File: src/rtl/panda_hazard_unit.sv
// panda_hazard_unit: load-use detection, data-memory handshake hold tracker,
// saturating hold-cycle counter and sticky handshake timeout flag.
module panda_hazard_unit #(
    parameter int unsigned CNT_W    = 32,
    parameter int unsigned MAX_WAIT = 16
) (
    input  logic             clk_i,
    input  logic             rst_i,
    input  logic             id_valid_i,
    input  logic [4:0]       id_rs1_addr_i,
    input  logic [4:0]       id_rs2_addr_i,
    input  logic             id_rs1_read_i,
    input  logic             id_rs2_read_i,
    input  logic             ex_valid_i,
    input  logic             ex_mem_read_i,
    input  logic [4:0]       ex_rd_addr_i,
    input  logic             mem_req_i,
    input  logic             mem_we_i,
    input  logic             dmem_gnt_i,
    input  logic             dmem_rvalid_i,
    output logic             load_use_hazard_o,
    output logic             mem_stall_o,
    output logic             dmem_err_o,
    output logic [CNT_W-1:0] stall_cnt_o
);

    localparam int unsigned WAIT_W = $clog2(MAX_WAIT);
    localparam logic [WAIT_W-1:0] WAIT_LAST = WAIT_W'(MAX_WAIT - 1);

    localparam logic [1:0] ST_IDLE        = 2'd0;
    localparam logic [1:0] ST_WAIT_GNT    = 2'd1;
    localparam logic [1:0] ST_WAIT_RVALID = 2'd2;

    logic [1:0]        state_q, state_d;
    logic [WAIT_W-1:0] wait_cnt_q, wait_cnt_d;
    logic              err_q, err_d;
    logic [CNT_W-1:0]  stall_cnt_q, stall_cnt_d;
    logic              stall_fsm;
    logic              timeout;
    logic              raw_hazard;
    logic              hold;

    // Next-state logic of the memory handshake tracker, including timeout abort
    always_comb begin
        state_d    = state_q;
        wait_cnt_d = wait_cnt_q;
        err_d      = err_q;
        stall_fsm  = 1'b0;
        timeout    = (wait_cnt_q == WAIT_LAST);
        case (state_q)
            ST_IDLE: begin
                if (mem_req_i) begin
                    if (dmem_gnt_i) begin
                        if (!mem_we_i) begin
                            stall_fsm  = 1'b1;
                            state_d    = ST_WAIT_RVALID;
                            wait_cnt_d = '0;
                        end
                    end else begin
                        stall_fsm  = 1'b1;
                        state_d    = ST_WAIT_GNT;
                        wait_cnt_d = '0;
                    end
                end
            end
            ST_WAIT_GNT: begin
                if (dmem_gnt_i) begin
                    if (mem_we_i) begin
                        state_d = ST_IDLE;
                    end else begin
                        stall_fsm  = 1'b1;
                        state_d    = ST_WAIT_RVALID;
                        wait_cnt_d = '0;
                    end
                end else if (timeout) begin
                    state_d = ST_IDLE;
                    err_d   = 1'b1;
                end else begin
                    stall_fsm  = 1'b1;
                    wait_cnt_d = wait_cnt_q + WAIT_W'(1);
                end
            end
            ST_WAIT_RVALID: begin
                if (dmem_rvalid_i) begin
                    state_d = ST_IDLE;
                end else if (timeout) begin
                    state_d = ST_IDLE;
                    err_d   = 1'b1;
                end else begin
                    stall_fsm  = 1'b1;
                    wait_cnt_d = wait_cnt_q + WAIT_W'(1);
                end
            end
            default: begin
                state_d    = ST_IDLE;
                wait_cnt_d = '0;
            end
        endcase
    end

    // Hold outputs: memory stall wins over load-use; both suppressed in reset
    always_comb begin
        raw_hazard = id_valid_i & ex_valid_i & ex_mem_read_i & (ex_rd_addr_i != 5'd0)
                   & ((id_rs1_read_i & (id_rs1_addr_i == ex_rd_addr_i))
                    | (id_rs2_read_i & (id_rs2_addr_i == ex_rd_addr_i)));
        mem_stall_o       = stall_fsm & ~rst_i;
        load_use_hazard_o = raw_hazard & ~mem_stall_o & ~rst_i;
        hold              = load_use_hazard_o | mem_stall_o;
        stall_cnt_d       = stall_cnt_q;
        if (hold && (stall_cnt_q != {CNT_W{1'b1}})) begin
            stall_cnt_d = stall_cnt_q + CNT_W'(1);
        end
    end

    // State, wait timer, error flag and hold counter registers
    always_ff @(posedge clk_i) begin
        if (rst_i) begin
            state_q     <= ST_IDLE;
            wait_cnt_q  <= '0;
            err_q       <= 1'b0;
            stall_cnt_q <= '0;
        end else begin
            state_q     <= state_d;
            wait_cnt_q  <= wait_cnt_d;
            err_q       <= err_d;
            stall_cnt_q <= stall_cnt_d;
        end
    end

    assign dmem_err_o  = err_q;
    assign stall_cnt_o = stall_cnt_q;

endmodule

File: config.mk
export PLATFORM = sky130hd
export DESIGN_NAME = panda_hazard_unit
export DESIGN_NICKNAME = d
export VERILOG_FILES = /design/src/rtl/panda_hazard_unit.sv
export SDC_FILE = /design/constraint.sdc
export NUM_CORES = 1
export LEC_CHECK = 0
export CAP_MARGIN = 10
export CORE_MARGIN = 2
export CORE_UTILIZATION = 52
export CTS_CLUSTER_DIAMETER = 30
export DETAILED_ROUTE_END_ITERATION = 12
export GPL_TIMING_DRIVEN = 0
export PLACE_DENSITY = 0.85
export SYNTH_ARGS = -nofsm -noshare
export SYNTH_HDL_FRONTEND = slang
export SYNTH_SLANG_ARGS = --single-unit
File: constraint.sdc
create_clock -name clk_i -period 5.55 [get_ports clk_i]
set_input_delay 1.11 -clock clk_i [delete_from_list [all_inputs] [get_ports clk_i]]
set_output_delay 1.11 -clock clk_i [all_outputs]
set_load 0.02 [all_outputs]
; Yosys cells after proc, flatten, opt, wreduce, memory -nomap -nowiden
; Cells that the tools add are included.
; W data, S select, Z words.
[word_totals]
elab_cells = 62
output_inout_bits = 35
in_bits = 26
regBits = 39
[classes]
eq_ne = 10
n_reduce_logical = 7
bitwise = 13
add_sub_neg = 2
mux = 26
[op_table]
columns = operator, count
row1 = $add A32 B1 Y32 const B, 1
row2 = $ne A32 B32 Y1 const B, 1
row3 = $mux W4, 6
row4 = $mux W2, 7
row5 = $pmux W4 S3, 1
row6 = $eq A5 B5 Y1, 2
row7 = $and A1 B1 Y1, 9
row8 = $mux W1, 9
row9 = $ne A2 B2 Y1 const B, 3
row10 = $pmux W2 S3, 1
row11 = $reduce_bool A5 Y1, 1
row12 = $add A4 B1 Y4 const B, 1
row13 = $eq A4 B4 Y1 const B, 1
row14 = $reduce_and A2 Y1, 2
row15 = $ne A3 B3 Y1 const B, 1
row16 = $pmux W1 S3, 1
row17 = $reduce_and A3 Y1, 1
row18 = $eq A2 B1 Y1 const B, 1
row19 = $eq A2 B2 Y1 const B, 1
row20 = $logic_not A2 Y1, 1
row21 = $not A1 Y1, 2
row22 = $or A1 B1 Y1, 2
row23 = $pmux W1 S2, 1
row24 = $reduce_bool A2 Y1, 1
row25 = $logic_and A1 B1 Y1, 1

; Logic depth before layout (Yosys ltp)
; Gate-level depths: netlist of run 1.
[logic_depth]
ltp_word = 10
ltp_mapped = 9
depth_no_buf = 7

; Worst setup path before layout of run 1
; No wires, ideal clock.
[synth_timing]
kind = input port to output port
startpoint = input dmem_rvalid_i
endpoint = output load_use_hazard_o
required_time_ns = 4.440
arrival_time_ns = 2.195
stages = 5
n_path_buf = 0
slack_ns = 2.245
path_cell_list = or3b_4 a21boi_1 o22ai_2 and2_1 nor2_1
[synth_between]
elab_chain_cells = 6
[synth_rtl]
columns = item, line
row1 = start: declaration, 20  ; input logic dmem_rvalid_i,
row2 = $mux W1, 84  ; if (dmem_rvalid_i) begin
row3 = $pmux W1 S3, 50  ; case (state_q)
row4 = $and A1 B1 Y1, 106  ; mem_stall_o = stall_fsm & ~rst_i;
row5 = named net mem_stall_o, 22  ; output logic mem_stall_o,
row6 = $not A1 Y1, 107  ; load_use_hazard_o = raw_hazard & ~mem_stall_o & ~rst_i;
row7 = $and A1 B1 Y1 (2 in a row), 107
row8 = end: declaration, 21  ; output logic load_use_hazard_o,
; The timed path passes the listed nets, and every way through them passes these cells.

; Worst setup path after layout of run 1
[layout_timing]
startpoint = input dmem_rvalid_i
endpoint = output mem_stall_o
[layout_between]
elab_chain_cells = 3
[layout_rtl]
columns = item, line
row1 = $mux W1, 84
row2 = $pmux W1 S3, 50
row3 = $and A1 B1 Y1, 106
row4 = end: declaration, 22
; Every way passes these cells.

==> results.cfg, run 1 <==
[status]
run_status = complete, no violations

[setup_path]
path_cells = clkdlybuf4s50_1 > or3b_4 > a21boi_1 > o22ai_2 > and2_1 > clkdlybuf4s50_1
worstReg2RegEnd = stall_cnt_o[27]$_SDFFE_PP0P_
crit_top_cell = clkdlybuf4s50_1
worstPathRequired_ps = 4440
reg2reg_depth = 8
critPathLaunchType = input port
rr_startpoint = stall_cnt_o[12]$_SDFFE_PP0P_
worstSetupPathType = in2out
cp.arrival_ps = 3060
max_stage_delay_ps = 610
crit_path_max_fanout = 3
worstSetupEndpointType = primary output
slowest_stage = clkdlybuf4s50_1
ff2ff_setup_slack_ps = 3170

[floorplan]
die_y_um = 70.3
rows = 24
fp.dieArea_um2 = 4940
core_area_um2 = 4290
start_util_pct = 53.1
io_pins = 61
die_w_um = 70.3

[sta]
fin_setup_tns_ps = 0
fmaxAchievable_mhz = 240
whs_ps = 486
fin_crit_ps = 4170
slew_headroom_pct = 63.1
worstMarginPinSlew_ps = 553
rsz0062_at_grt = no
fin_ws_ps = 1380
fin_crit_sh_pct = 75.2
setup_violations = 0
hold_viol = 0
clock-skew-final_ps = 7.33
drv_slew = 0

[pwr]
power_density_nw_per_um2 = 211
p_total_uw = 650
clkPwrFrac_pct = 44.3
seqPwrFrac_pct = 43.7
p_sw_share_pct = 23.4
p_leak_uw = 0.00101
vdd_ir_drop_max_mv = 0.171
p_int_uw = 498
combPwrFrac_pct = 11.9
p_switching_uw = 152

[cells_and_area]
design_area_um2 = 3080
nets = 376
areaGrowthSynthToFinish_pct = 35.1
final.fill_count = 355
drive_above_1_share_pct = 6.59
antennaDiodeCount = 0

[yosys]
syn_area_um2 = 2280
avgSynthCellArea_um2 = 8.12
yosysWarnings = 0
ys_ff_latch = 39
ys_seq_area_share_pct = 34.2
synthCells = 281
syn_nets = 309
ys_types = 47

[detailed_routing]
routed_wl_mm = 6.30
drc = 0
avgViaCountPerCell = 6.14
via_count = 2462
postRouteAntennaNets = 0
drt_iter0_drc = 138
firstDrtPassIters = 4
wl_per_cell_um = 15.7

[cts]
cts_resized = 0
cts_hold_buf = 0
cts_buffers = 5
cts-root-buf = clkbuf_8
post_cts_buffers = 0
cts_sinks = 39
h-tree-depth = 2
clkTransAtPathRegs_ps = 80
clk_latency_ps = 300
clk_path_buf_depth = 2
cts_tree = yes

[worst_hold_path]
hold_start = dmem_err_o$_SDFFE_PP0P_
min_path_cells = 2
whs_endpoint = dmem_err_o$_SDFFE_PP0P_
hold_path.class = reg2reg

[global_route]
grt_pass1_vias = 2300
grt_max_degree = 14
grt_use_total_pct = 25.8
antenna_found_initial = 0
overflow = 0
grt_pass1_wl_mm = 10.3

[place]
dpl_cell_area_um2 = 2950
gp_congestion = 0.865
post-place-ws_ps = 1340
portBuffers = 60
place_hpwl_mm = 4.49

[run]
drv_cap = 0
-- cells in the mapped netlist, drive strengths merged --
cell type / number / area share [%]
and3: 5 / 1.4
o22ai: 5 / 1.6
or3: 11 / 3.0
nand2: 22 / 3.7
clkbuf: 8 / 1.3
nor2: 19 / 3.1
mux2i: 2 / 0.88
o21a: 4 / 1.3
nor4b: 1 / 0.66
nand3: 13 / 2.9
or3b: 1 / 0.49
dfxtp: 39 / 34
o41ai: 2 / 0.77
o21ai: 14 / 3.1
and3b: 1 / 0.38
nor3b: 2 / 0.66
xnor2: 10 / 3.8
o31a: 2 / 0.77
or4: 11 / 3.6
a211oi: 1 / 0.33
a31oi: 1 / 0.27
o211ai: 2 / 0.66
and2: 3 / 0.82
a32oi: 1 / 0.38
a21oi: 29 / 6.4
nor4: 5 / 2.0
nor3: 4 / 1.1
buf: 8 / 2.2
o311ai: 2 / 0.77
mux2: 5 / 2.5
a22oi: 1 / 0.55
a21boi: 1 / 0.33
nand4: 15 / 4.4
ha: 2 / 1.1
inv: 4 / 0.66
nor2b: 11 / 3.0
o31ai: 9 / 3.0
and4: 5 / 1.9
-- metal layers --
layer  track usage, %  wire length [um]  up-vias  part of all wire [%]
li1                 -                 -     1194                     -
met1             31.5              2730     1168                    43
met3             4.91               408       10                   6.5
met4             10.3                99        0                   1.6
met2             44.4              3060       90                    49
met5                0                 0        -                     0
-- worst max-delay path, delay by kind of cell --
family	cells	cell delay, ps
buffers and inverters	2	1050
and+or+nand+nor	2	580
AOI/OAI and AO/OA	2	330
-- stage by stage --
step           utilization [%]  instances
2_1_floorplan                -        281
3_3_place_gp              68.6        393
3_5_place_dp              68.6        393
4_1_cts                   71.8        401
5_1_grt                   71.8        401
6_report                  71.8        401
-- worst max path at each step --
stage                              from                end  slack [ps]
final                     dmem_rvalid_i        mem_stall_o        1380
after global routing              rst_i  load_use_hazard_o        1280
after CTS                         rst_i  load_use_hazard_o        1370
after detailed placement          rst_i  load_use_hazard_o        1340
after global placement            rst_i  load_use_hazard_o        1370
after floorplan           dmem_rvalid_i  load_use_hazard_o        2240
-- power by group through the flow --
stage / clock, uW / sequential (uW) / combinational [uW]
2_1_floorplan: 0 / 292 / 39.0
3_3_place_gp: 0 / 291 / 75.3
3_5_place_dp: 0 / 291 / 77.1
4_1_cts: 290 / 284 / 77.3
5_1_grt: 301 / 285 / 84.5
6_report: 288 / 284 / 77.6
-- cells in the final DEF, fill, tap and decap left out, drive strengths merged, types with 13 or more instances in the layout --
master,instances
clkdlybuf4s50,60
dfxtp,39
a21oi,29
nand2,22
nor2,19
nand4,15
o21ai,14
nand3,13
clkbuf,13
-- cell families (layout without fill, tap and decap cells) --
| kind of cell | count (synthesis) | in the layout | share of synthesized area, % |
|---|---|---|---|
| compound gates | 74 | 74 | 20.2 |
| xor+xnor | 10 | 10 | 3.84 |
| fa+ha+maj | 2 | 2 | 1.10 |
| buf+inv | 20 | 88 | 4.17 |
| flops | 39 | 39 | 34.2 |
| mux | 7 | 7 | 3.34 |
| simple gates | 129 | 129 | 33.2 |
-- registers in the layout, indices dropped and copies added, names as in the netlist --
| register | cells |
|---|---|
| stall_cnt_o | 32 |
| dmem_err_o | 1 |
| wait_cnt_q | 4 |
| state_q | 2 |
-- layout make-up --
cell class	count	area (um2)	area share, %
multi-input combinational	222	1410	45.6
sequential	39	781	25.3
timing repair buffer	60	601	19.5
buffer	16	80.1	2.60
clock buffer	5	68.8	2.23
clock inverter	3	67.6	2.19
tap	52	65.1	2.11
inverter	4	15.0	0.487
Power figures use the tool's default switching activity.
==> inputs of run 2 (changes only) <==
- CORE_UTILIZATION: 52 -> 49
- PLACE_DENSITY: 0.85 -> 0.81
- clock period: 5.55 -> 4.3 ns (I/O delays scaled with it)
==> results.cfg, run 2 (same netlist as run 1, synthesis figures left out) <==
[pwr]
power_density_nw_per_um2 = 270
p_switching_uw = 189
p_int_uw = 643
vdd_ir_drop_max_mv = 0.215
p_total_uw = 832
clkPwrFrac_pct = 43.8
combPwrFrac_pct = 12.0
seqPwrFrac_pct = 44.1
p_leak_uw = 0.00101
p_sw_share_pct = 22.7

[detailed_routing]
avgViaCountPerCell = 6.12
via_count = 2456
routed_wl_mm = 6.31
drc = 0
firstDrtPassIters = 4
postRouteAntennaNets = 0
drt_iter0_drc = 172
wl_per_cell_um = 15.7

[place]
portBuffers = 60
dp.cells = 393
gp_congestion = 0.849
place_hpwl_mm = 4.52
dpl_cell_area_um2 = 2950

[sta]
fin_setup_tns_ps = 0
setup_violations = 0
slew_headroom_pct = 61.6
worstMarginPinSlew_ps = 576
fin_crit_sh_pct = 85.6
clock-skew-final_ps = 11.0
hold_viol = 0
drv_slew = 0
fmaxAchievable_mhz = 272
rsz0062_at_grt = no
fin_crit_ps = 3680

[worst_hold_path]
hold_start = dmem_err_o$_SDFFE_PP0P_
hold_path.class = reg2reg

[setup_path]
critPathLaunchType = input port
crit_start = rst_i
crit_path_max_fanout = 10
worstSetupPathType = in2out
rr_startpoint = stall_cnt_o[0]$_SDFFE_PP0P_
worstSetupEndpointType = primary output
cp.arrival_ps = 2820
worstPathRequired_ps = 3440

[floorplan]
start_util_pct = 51.7
io_pins = 61
rows = 24
core_area_um2 = 4410
die_y_um = 72.2
fp.dieArea_um2 = 5220
die_w_um = 72.2

[cts]
h-tree-depth = 2
post_cts_buffers = 0
clk_latency_ps = 300
cts_sinks = 39
cts_tree = yes
cts-root-buf = clkbuf_8
cts_buffers = 5
cts_hold_buf = 0
cts_resized = 0
clkTransAtPathRegs_ps = 70
clk_path_buf_depth = 2

[status]
run_status = complete, no violations

[cells_and_area]
largest_register_ffs = 32
antennaDiodeCount = 0
final_common_cell = clkdlybuf4s50_1
nets = 376
design_area_um2 = 3080
drive_above_1_share_pct = 6.30
areaGrowthSynthToFinish_pct = 35.0
final_cells = 401
final.fill_count = 361
final_cell_mix = clkdlybuf4s50_1, dfxtp_1, a21oi_1

[global_route]
grt_pass1_vias = 2264
grt_max_degree = 13
grt_pass1_wl_mm = 10.4
antenna_found_initial = 0
overflow = 0
grt_use_total_pct = 25.0

[run]
drv_cap = 0
==> run 2: changes by cell type in the layout (fill, tap and decap cells not counted), sizes merged <==
cell	delta
clkinvlp	-1
clkbuf	+1
==> run 2: stage by stage <==
stage / utilization [%] / hold WS [ps] / worst slack, ps
finish: 69.8 / 476 / 618
global route: 69.8 / 519 / 461
CTS: 69.8 / 484 / 602
detailed placement: 66.8 / 466 / 595
global placement: 66.8 / 450 / 650
floorplan: - / 478 / 1490
==> run 2: worst max-delay path, cell delays in order <==
cell             delay (ps)
clkdlybuf4s50_1         470
clkbuf_1                440
a21oi_1                 140
and2_1                  190
nor2_1                  100
clkdlybuf4s50_1         620
==> run 2: path summary, 6_finish.rpt <==
kind,cells past startpoint,to,slack (ps)
worst max-delay path,6,load_use_hazard_o,620
worst min-delay path,2,dmem_err_o$_SDFFE_PP0P_,480
worst max register to register,8,stall_cnt_o[31]$_SDFFE_PP0P_,1850
worst min register to register,2,dmem_err_o$_SDFFE_PP0P_,480
==> run 2: per-layer routing <==
| layer | share of wire [%] | vias up | GRT usage, % |
|---|---|---|---|
| met3 | 6.0 | 9 | 5.42 |
| li1 | - | 1199 | - |
| met4 | 0.90 | 0 | 5.66 |
| met5 | 0 | - | 0 |
| met1 | 43 | 1172 | 31.6 |
| met2 | 50 | 76 | 43.4 |
==> run 2: power by group through the flow <==
stage	combinational [uW]	clock (uW)	sequential, uW
after detailed placement	99.3	0	375
after global routing	109	383	367
after global placement	98.0	0	375
final	100	365	367
after CTS	99.9	368	367
after floorplan	50.4	0	377
==> run 2: final cells by class <==
class | count | area [um2] | share of cell area (%)
well taps | 52 | 65.1 | 2.11
inverters | 4 | 15.0 | 0.487
repair buffers | 60 | 601 | 19.5
clock inverters | 2 | 60.1 | 1.95
plain buffers | 16 | 80.1 | 2.60
flip-flops and latches | 39 | 781 | 25.3
multi-input cells | 222 | 1410 | 45.7
clock buffers | 6 | 72.6 | 2.36
